`config.mk`:
```
export PLATFORM = sky130hd
export DESIGN_NAME = bs_feed_ctrl
export DESIGN_NICKNAME = d
export VERILOG_FILES = /design/src/rtl/bs_feed_pkg.sv /design/src/rtl/bs_feed_fifo.sv /design/src/rtl/bs_feed_ctrl.sv
export SDC_FILE = /design/constraint.sdc
export NUM_CORES = 1
export LEC_CHECK = 0
export ABC_AREA = 1
export CAP_MARGIN = 5
export CORE_ASPECT_RATIO = 1.2
export CORE_MARGIN = 5
export CORE_UTILIZATION = 36
export CTS_CLUSTER_SIZE = 40
export DETAILED_ROUTE_END_ITERATION = 6
export PLACE_DENSITY = 0.54
export SLEW_MARGIN = 20
export SYNTH_ARGS = -nofsm -noshare
export SYNTH_HDL_FRONTEND = slang
export SYNTH_SLANG_ARGS = --single-unit
export TNS_END_PERCENT = 30
```
`constraint.sdc`:
```
create_clock -name wb_clk_i -period 2.1 [get_ports wb_clk_i]
set_clock_uncertainty 0.15 [all_clocks]
set_input_delay 0.315 -clock wb_clk_i [delete_from_list [all_inputs] [get_ports wb_clk_i]]
set_output_delay 0.315 -clock wb_clk_i [all_outputs]
set_load 0.02 [all_outputs]
```
`src/rtl/bs_feed_pkg.sv`:
```
// Shared types and constants for the bitstream feed controller.
package bs_feed_pkg;

  localparam int STATE_W    = 3;
  localparam int DW_DEFAULT = 16;

  typedef enum logic [STATE_W-1:0] {
    IDLE    = 3'd0,
    DEC_RST = 3'd1,
    STREAM  = 3'd2,
    DRAIN   = 3'd3,
    DONE    = 3'd4
  } bs_feed_state_e;

endpackage

```
`src/rtl/bs_feed_fifo.sv`:
```
// Synchronous FIFO; accepts a push while full if a pop happens in the same cycle.
module bs_feed_fifo #(
  parameter int DW    = 16,
  parameter int DEPTH = 8
) (
  input  logic                   clk,
  input  logic                   rst_n,
  input  logic                   push,
  input  logic                   pop,
  input  logic [DW-1:0]          wdata,
  output logic                   full,
  output logic                   empty,
  output logic [$clog2(DEPTH):0] level,
  output logic [DW-1:0]          head
);

  localparam int AW = $clog2(DEPTH);

  logic [DW-1:0] mem [DEPTH];
  logic [AW-1:0] wr_ptr;
  logic [AW-1:0] rd_ptr;
  logic [AW:0]   count;
  logic          do_push;
  logic          do_pop;

  assign empty   = (count == '0);
  assign full    = (count == (AW+1)'(DEPTH));
  assign do_pop  = pop && !empty;
  assign do_push = push && (!full || do_pop);
  assign level   = count;
  assign head    = empty ? '0 : mem[rd_ptr];

  always_ff @(posedge clk) begin
    if (!rst_n) begin
      wr_ptr <= '0;
      rd_ptr <= '0;
      count  <= '0;
    end else begin
      if (do_push) wr_ptr <= wr_ptr + 1'b1;
      if (do_pop)  rd_ptr <= rd_ptr + 1'b1;
      case ({do_push, do_pop})
        2'b10:   count <= count + 1'b1;
        2'b01:   count <= count - 1'b1;
        default: count <= count;
      endcase
    end
  end

  always_ff @(posedge clk) begin
    if (do_push) mem[wr_ptr] <= wdata;
  end

endmodule

```
`src/rtl/bs_feed_ctrl.sv`:
```
// Host-to-decoder bitstream feeder: toggle handshake, pending slot, FIFO, decoder sequencing.
// Optional word/drop statistics ports when BS_FEED_STATS_EN is defined.
module bs_feed_ctrl
  import bs_feed_pkg::*;
#(
  parameter int DW         = DW_DEFAULT,
  parameter int DEPTH      = 8,
  parameter int RST_CYCLES = 4
) (
  input  logic                   wb_clk_i,
  input  logic                   wb_rst_n,
  input  logic [DW-1:0]          host_data_i,
  input  logic [1:0]             host_ctrl_i,
  output logic                   host_ack_o,
  output logic [STATE_W-1:0]     host_state_o,
  output logic [$clog2(DEPTH):0] fifo_level_o,
  output logic                   dec_rst_n_o,
  output logic [DW-1:0]          dec_data_o,
  output logic                   dec_valid_o,
  input  logic                   dec_ready_i,
  output logic                   dec_eos_o,
  input  logic                   dec_idle_i
`ifdef BS_FEED_STATS_EN
  ,
  output logic [15:0]            stat_words_o,
  output logic                   stat_drop_o
`endif
);

  localparam int CW = $clog2(RST_CYCLES + 1);
  localparam logic [CW-1:0] RST_LAST = CW'(RST_CYCLES - 1);

  bs_feed_state_e state, state_nx;

  logic [1:0]    ctrl_q;
  logic [DW-1:0] data_q;
  logic          tog_prev;
  logic          wr_evt;
  logic [CW-1:0] rst_cnt;
  logic          pend_valid;
  logic [DW-1:0] pend_data;
  logic          accept;
  logic          drop;
  logic          fifo_push;
  logic          fifo_pop;
  logic          fifo_full;
  logic          fifo_empty;

  assign wr_evt    = ctrl_q[0] ^ tog_prev;
  assign accept    = wr_evt && (state == STREAM) && !pend_valid;
  assign drop      = wr_evt && (state == STREAM) && pend_valid;
  assign fifo_pop  = !fifo_empty && dec_ready_i;
  assign fifo_push = pend_valid && (!fifo_full || fifo_pop);

  assign dec_valid_o  = !fifo_empty;
  assign host_state_o = state;

  // Reset loads the toggle history from the live input so no write is seen on release.
  always_ff @(posedge wb_clk_i) begin
    if (!wb_rst_n) begin
      ctrl_q   <= host_ctrl_i;
      tog_prev <= host_ctrl_i[0];
      data_q   <= '0;
    end else begin
      ctrl_q   <= host_ctrl_i;
      tog_prev <= ctrl_q[0];
      data_q   <= host_data_i;
    end
  end

  always_ff @(posedge wb_clk_i) begin
    if (!wb_rst_n) begin
      pend_valid <= 1'b0;
      pend_data  <= '0;
      host_ack_o <= 1'b0;
    end else begin
      if (fifo_push) begin
        pend_valid <= 1'b0;
        host_ack_o <= ~host_ack_o;
      end
      if (accept) begin
        pend_valid <= 1'b1;
        pend_data  <= data_q;
      end
    end
  end

  always_ff @(posedge wb_clk_i) begin
    if (!wb_rst_n) begin
      state   <= IDLE;
      rst_cnt <= '0;
    end else begin
      state   <= state_nx;
      rst_cnt <= (state == DEC_RST) ? rst_cnt + 1'b1 : '0;
    end
  end

  always_comb begin
    state_nx    = state;
    dec_eos_o   = 1'b0;
    dec_rst_n_o = 1'b0;
    case (state)
      IDLE: begin
        if (ctrl_q[1]) state_nx = DEC_RST;
      end
      DEC_RST: begin
        if (!ctrl_q[1])               state_nx = IDLE;
        else if (rst_cnt == RST_LAST) state_nx = STREAM;
      end
      STREAM: begin
        dec_rst_n_o = 1'b1;
        if (!ctrl_q[1]) state_nx = DRAIN;
      end
      DRAIN: begin
        dec_rst_n_o = 1'b1;
        if (fifo_empty && !pend_valid) begin
          dec_eos_o = 1'b1;
          state_nx  = DONE;
        end
      end
      DONE: begin
        dec_rst_n_o = 1'b1;
        if (dec_idle_i) state_nx = IDLE;
      end
      default: state_nx = IDLE;
    endcase
  end

  bs_feed_fifo #(
    .DW    (DW),
    .DEPTH (DEPTH)
  ) u_fifo (
    .clk   (wb_clk_i),
    .rst_n (wb_rst_n),
    .push  (fifo_push),
    .pop   (fifo_pop),
    .wdata (pend_data),
    .full  (fifo_full),
    .empty (fifo_empty),
    .level (fifo_level_o),
    .head  (dec_data_o)
  );

`ifdef BS_FEED_STATS_EN
  logic stat_clr;
  assign stat_clr = (state == IDLE) && (state_nx == DEC_RST);

  always_ff @(posedge wb_clk_i) begin
    if (!wb_rst_n || stat_clr) begin
      stat_words_o <= '0;
      stat_drop_o  <= 1'b0;
    end else begin
      if (fifo_pop && (stat_words_o != '1)) stat_words_o <= stat_words_o + 1'b1;
      if (drop) stat_drop_o <= 1'b1;
    end
  end
`endif

endmodule
```
== Word-level counts from Yosys, hierarchy flattened ==
Memories as Yosys holds them, arrays and structs flattened. A register that Yosys moved wholly into a read port is not among the register bits.
Index checks and enable logic that the tools add are counted.

* Bits in registers: 53
* Bits in writable memories: 128
* Bits of input ports: 22
* Output and inout bits: 27
* Memories: 1

* Add/sub/neg operators: 5
* Equality and inequality tests: 13
* Muxes and demuxes: 19
* Bitwise operators: 2
* Reduce and logical (&&, ||, !) cells: 19

{| class="wikitable"
|+ Memory list
! memory !! words !! bits a word !! rd ports !! clocked after memory_dff !! wr ports !! RTL line !! source
|-
| u_fifo.mem || 8 || 16 || 1 || 1 || 1 || bs_feed_fifo.sv:19 || <nowiki>logic [DW-1:0] mem [DEPTH];</nowiki>
|}

{| class="wikitable"
|+ Operators with widths
! kind !! number
|-
| $mux 3 || 8
|-
| $mux 16 || 1
|-
| $pmux 3 s5 || 1
|-
| $add 3x1->3 const B || 3
|-
| $eq 3x2->1 const B || 3
|-
| $mux 1 || 8
|-
| $ne 2x2->1 const B || 4
|-
| $pmux 4 s2 || 1
|-
| $logic_and 1x1->1 || 7
|-
| $reduce_and 5->1 || 1
|-
| $add 4x1->4 const B || 1
|-
| $eq 4x4->1 const B || 1
|-
| $logic_not 4->1 || 1
|-
| $reduce_bool 2->1 || 2
|-
| $sub 4x1->4 const B || 1
|-
| $eq 3x1->1 const B || 1
|-
| $eq 3x3->1 const B || 1
|-
| $logic_not 1->1 || 3
|-
| $logic_not 3->1 || 1
|-
| $ne 3x2->1 const B || 1
|-
| $reduce_or 3->1 || 1
|-
| $eq 2x1->1 const B || 1
|-
| $eq 2x2->1 const B || 1
|-
| $logic_or 1x1->1 || 2
|-
| other kinds (3) || 3
|}

== Depth between registers and ports, before layout ==
* Depth in word-level cells: 8
* Gate-level depth with buffers: 14

== Modules after synthesis ==
From an unflattened synthesis, not the netlist that was laid out.

* Cell total of the unflattened synthesis: 650
* Area total of the unflattened synthesis: 7,290.7 µm²

{| class="wikitable"
|+ Modules (own cells, without submodules)
! module !! instances !! cells each !! area an instance (µm²) !! sequential area each (µm²)
|-
| bs_feed_fifo || 1 || 458 || 5,721.7 || 4,103.9
|-
| bs_feed_ctrl || 1 || 192 || 1,569.0 || 860.8
|}

== Least setup slack after synthesis ==
No wires, ideal clock.

* Path kind: register to register
* Start point: register u_fifo.count[0] (netlist: u_fifo.level[0])
* End point: memory u_fifo.mem[0][0] (enable)
* Arrival time: 1,770 ps
* Required time: 1,562 ps
* Setup slack: -209 ps
* Stages on the path, launching flop included: 6
* Buffers on the path: 0
* Clock period less this slack: 2,309 ps
* Path through: dfxtp_1 > nor2_2 > nand3_1 > nand2_2 > or2_1 > nor2_1

* Cells in the longest elaborated chain, start to end: 8
* Elaborated cells between the ends (all ways): 12

{| class="wikitable"
|+ RTL lines
! what !! RTL line !! source
|-
| from (decl) || bs_feed_fifo.sv:22 || <nowiki>logic [AW:0] count;</nowiki>
|-
| from (signal assigned) || bs_feed_fifo.sv:42 || <nowiki>2'b10: count <= count + 1'b1;</nowiki>
|-
| from (signal assigned) || bs_feed_fifo.sv:43 || <nowiki>2'b01: count <= count - 1'b1;</nowiki>
|-
| from (signal assigned) || bs_feed_fifo.sv:44 || <nowiki>default: count <= count;</nowiki>
|-
| $logic_not 4->1 || bs_feed_fifo.sv:26 || <nowiki>assign empty = (count == '0);</nowiki>
|-
| $logic_not 1->1 || bs_feed_fifo.sv:28, bs_feed_ctrl.sv:52 ||
|-
| $logic_and 1x1->1 || bs_feed_ctrl.sv:52 || <nowiki>assign fifo_pop = !fifo_empty && dec_ready_i;</nowiki>
|-
| $logic_or 1x1->1 or $logic_and 1x1->1 (tied branches) || bs_feed_ctrl.sv:53, bs_feed_fifo.sv:28 ||
|-
| $logic_and 1x1->1 or $logic_or 1x1->1 (tied branches) || bs_feed_ctrl.sv:53, bs_feed_fifo.sv:29 ||
|-
| $logic_and 1x1->1 (*) || bs_feed_fifo.sv:29 || <nowiki>assign do_push = push && (!full || do_pop);</nowiki>
|-
| $mux 1 (*) || bs_feed_fifo.sv:50 || <nowiki>if (do_push) mem[wr_ptr] <= wdata;</nowiki>
|-
| $mux 1 (implied by the code) (*) || bs_feed_fifo.sv:50 ||
|-
| to (decl) || bs_feed_fifo.sv:19 ||
|}

Mark *: on every way between the ends. The rest lies on a longest branch, timed or not.

==> impl_results.md <==
* Worst R2R Start: u_fifo.level[3]
* DIE AREA at 22800 sq um
* Placement Rows at 56
* Drt wl/cell at 16.4 um
* Hold Fails Final Rpt at 0
* Maximum VDD drop at 678 uV
* Num ports at 49
* Initial DRC Count at 300
* NetSw at 0.00405 W
* Non-filler cells, final at 1011
* Slew Viols, Final at 0
* Post-DP HPWL at 10.6 mm
* Hold wc startpoint: host_ctrl_i[1]
* Gr usage total at 14.8%
* H-tree levels at 4
* Seq pwr share at 38.2%
* CTS Buf Count at 17
* Design area at 9110 sq um
* CP startpoint kind: flop
* Worst path required time at 1.63 ns
* DRT Wirelength at 16.5 mm
* Register-to-register setup slack at 0.07 ns
* Initial Util at 36.6%
* Gr ovfl total at 0
* Worst min path class: primary input to flop
* Power per cell area at 1320 nW/um^2
* Fin crit period at 2.24 ns
* P_leak at 3.47 nW
* Pre-CTS WS at -0.222 ns
* Critical Path Fanout Max at 17
* DIE HEIGHT at 165 um
* Core ar. at 19500 sq um
* Final setup vio count at 16
* FILL cells at 1782
* Largest net degree at the start of global routing at 38
* Hold endpoint: ctrl_q[1]
* Clock buffer depth at 2
* DRC errors left at 0
* Share of layout cells above drive strength 1 at 17.2%
* Sw frac at 33.8%
* Syn Inst Count at 654
* DR vias at 4924
* Initial antenna violation count at 0
* Setup TNS Final at -1.38 ns
* FF+latch area at 4970 sq um
* Mapped cell area at 7160 sq um
* Number of global-route vias before repair at 4935
* Post-route worst setup slack at -0.141 ns
* Avg Cell Area, Syn at 11.0 sq um
* Area growth, synth to finish at 27.2%
* Synth area leader: edfxtp_1
* Fmax at 446 MHz
* Dpl cell area at 8290 sq um
* RR Endpoint: u_fifo.level[2]
* Mapped Nets at 683
* Distinct cell type count of the synthesized netlist at 32
* DP Cell Count at 972
* Ys Warns at 0
* Violated checks: setup timing
* Port-buffer cells at 48
* Clock-pin slew on the worst setup and hold paths at 0.07 ns
* Yosys reg bits at 184
* CTS tree: done
* Top-area cell type share of the netlist area at 53.7%
* Final core utilization at 46.6%
* Detail Route Antenna Nets at 0
* R2R depth at 14
* Max-cap violations at 0
* Area occupied by multi-input gates at 1930 sq um
* Avg Vias per Cell at 4.87
* First drt pass iteration count at 5
* GP Congestion at 0.761
* Int Pwr at 0.00794 W
* RSZ-0062 raised after global routing: yes
* First-pass GRT wire length at 26.1 mm
* Worst slew margin at 70.7%
* Diodes inserted at 0
* Actual slew at the worst max-slew pin at 0.440 ns
* CTS root buffer: clkbuf_16
* Layout Nets at 766
* Tcrit/Tclk final at 107%
* Clock share of power at 25.9%
* # clock sinks at 184
* Die X at 139 um
* Top post-synthesis cells by area: edfxtp_1, dfxtp_1, nor2_1, o21ai_0, nand2_1
* Clk Latency, worst-skew pair at 0.42 ns
* Combinational power share at 35.9%
* Worst hold path stage count at 1
* Status: finished, violations left
* Worst Setup End Kind: output port
* CP Class: flop to output port
* WP data arrival at 1.78 ns
* Sequential-to-total area share from yosys stat at 69.3%
placed cells by master, fill, tap and decap left out, types with 3 or more instances in the layout:
cell type,synthesis,final
ha_1,7,6
buf_6,3,15
inv_2,3,3
buf_12,1,18
o21ai_1,6,23
xnor2_1,3,3
inv_6,1,3
a21oi_1,12,12
nand3_1,9,9
o211ai_1,16,16
inv_1,37,36
o21ai_2,0,3
o21ai_0,85,65
nor2_2,1,16
buf_4,4,25
edfxtp_1,128,128
clkdlybuf4s50_1,0,29
clkinv_2,0,4
nand2_1,59,58
dfxtp_1,56,53
o22ai_1,16,15
nor2_1,174,158
clkbuf_16,0,20
how the worst max path moves through the flow:
stage               cells after the start             from          endpoint
floorplan                               5  u_fifo.level[0]  u_fifo.mem[0][0]
global placement                        9             flop    dec_data_o[14]
detailed placement                      8             flop     dec_data_o[0]
CTS                                     7             flop     dec_data_o[0]
global route                            9             flop     dec_data_o[6]
finish                                  8             flop     dec_data_o[2]
synth_stat cells:
cell and n:
a21oi_1 12, buf_12 1, buf_2 7, buf_4 4
buf_6 3, clkbuf_1 15, clkinv_1 1, dfxtp_1 56
edfxtp_1 128, ha_1 7, inv_1 37, inv_2 3
inv_6 1, nand2_1 59, nand2_2 1, nand2_4 1
nand3_1 9, nand3_2 1, nand3b_1 1, nand4_1 1
nor2_1 174, nor2_2 1, nor3_1 1, nor3_4 1
nor4_1 1, o211ai_1 16, o21ai_0 85, o21ai_1 6
o22ai_1 16, or2_1 1, xnor2_1 3, xor2_1 1
metal layers:
layer | global-route usage (%) | vias up | routed length, um
met2 | 25.9 | 122 | 8220
met4 | 5.03 | 0 | 167
li1 | - | 2410 | -
met1 | 18.3 | 2376 | 7400
met3 | 3.30 | 16 | 757
met5 | 0 | - | 0
critical path, stage by stage (launching register included):
cell	delay, ns
dfxtp_4	0.45
inv_8	0.07
buf_6	0.13
buf_16	0.15
o21ai_1	0.13
o211ai_1	0.13
nand2_1	0.12
nor2_2	0.05
buf_6	0.13
state kept, by name (all words and copies together), names as in the netlist, named ones only:
register	count
ctrl_q	2
data_q	16
host_ack_o	1
host_state_o	3
pend_data	16
pend_valid	1
rst_cnt	3
tog_prev	1
u_fifo.level	4
u_fifo.mem	128
u_fifo.rd_ptr	3
u_fifo.wr_ptr	3
through the flow:
step / hold WS [ns] / total power [W]
floorplan: 0.193 / 0.00676
global placement: 0.257 / 0.00849
detailed placement: 0.271 / 0.00855
CTS: 0.161 / 0.0118
global route: 0.160 / 0.0126
finish: 0.179 / 0.0120
power groups by stage:
stage	Clock [W]	Sequential, W	Combinational, W
global route	0.00332	0.00462	0.00471
global placement	0	0.00462	0.00387
floorplan	0	0.00459	0.00217
CTS	0.00316	0.00457	0.00406
finish	0.00311	0.00458	0.00431
detailed placement	0	0.00464	0.00392
final cells by class:
type / count / share of cell area (%)
Timing Repair Buffer: 94 / 12.3
Sequential cell: 184 / 54.6
Clock inverter: 10 / 0.975
Clock buffer: 22 / 5.45
Inverter: 42 / 1.87
Tap cell: 261 / 3.58
Multi-Input combinational cell: 398 / 21.2
kinds of logic after synthesis:
group	count (synthesis)	synth area share, %
AOI/OAI and AO/OA	135	10.3
and+or+nand+nor	252	14.0
DFF	184	69.3
adders and majority gates	7	1.22
buffers and inverters	72	4.72
xor gates and xnor gates	4	0.489
what timing repair did:
item                                    in CTS  in global routing
pin swaps                                   10                  9
hold buffers                                 0                  0
endpoints found under the setup margin      19                 22
gates cloned                                 2                  1
setup buffers                                3                  1
hold endpoints to repair                     0                  0
resized for setup                          122                 38
Note: power is estimated with default switching activity, not from simulation.
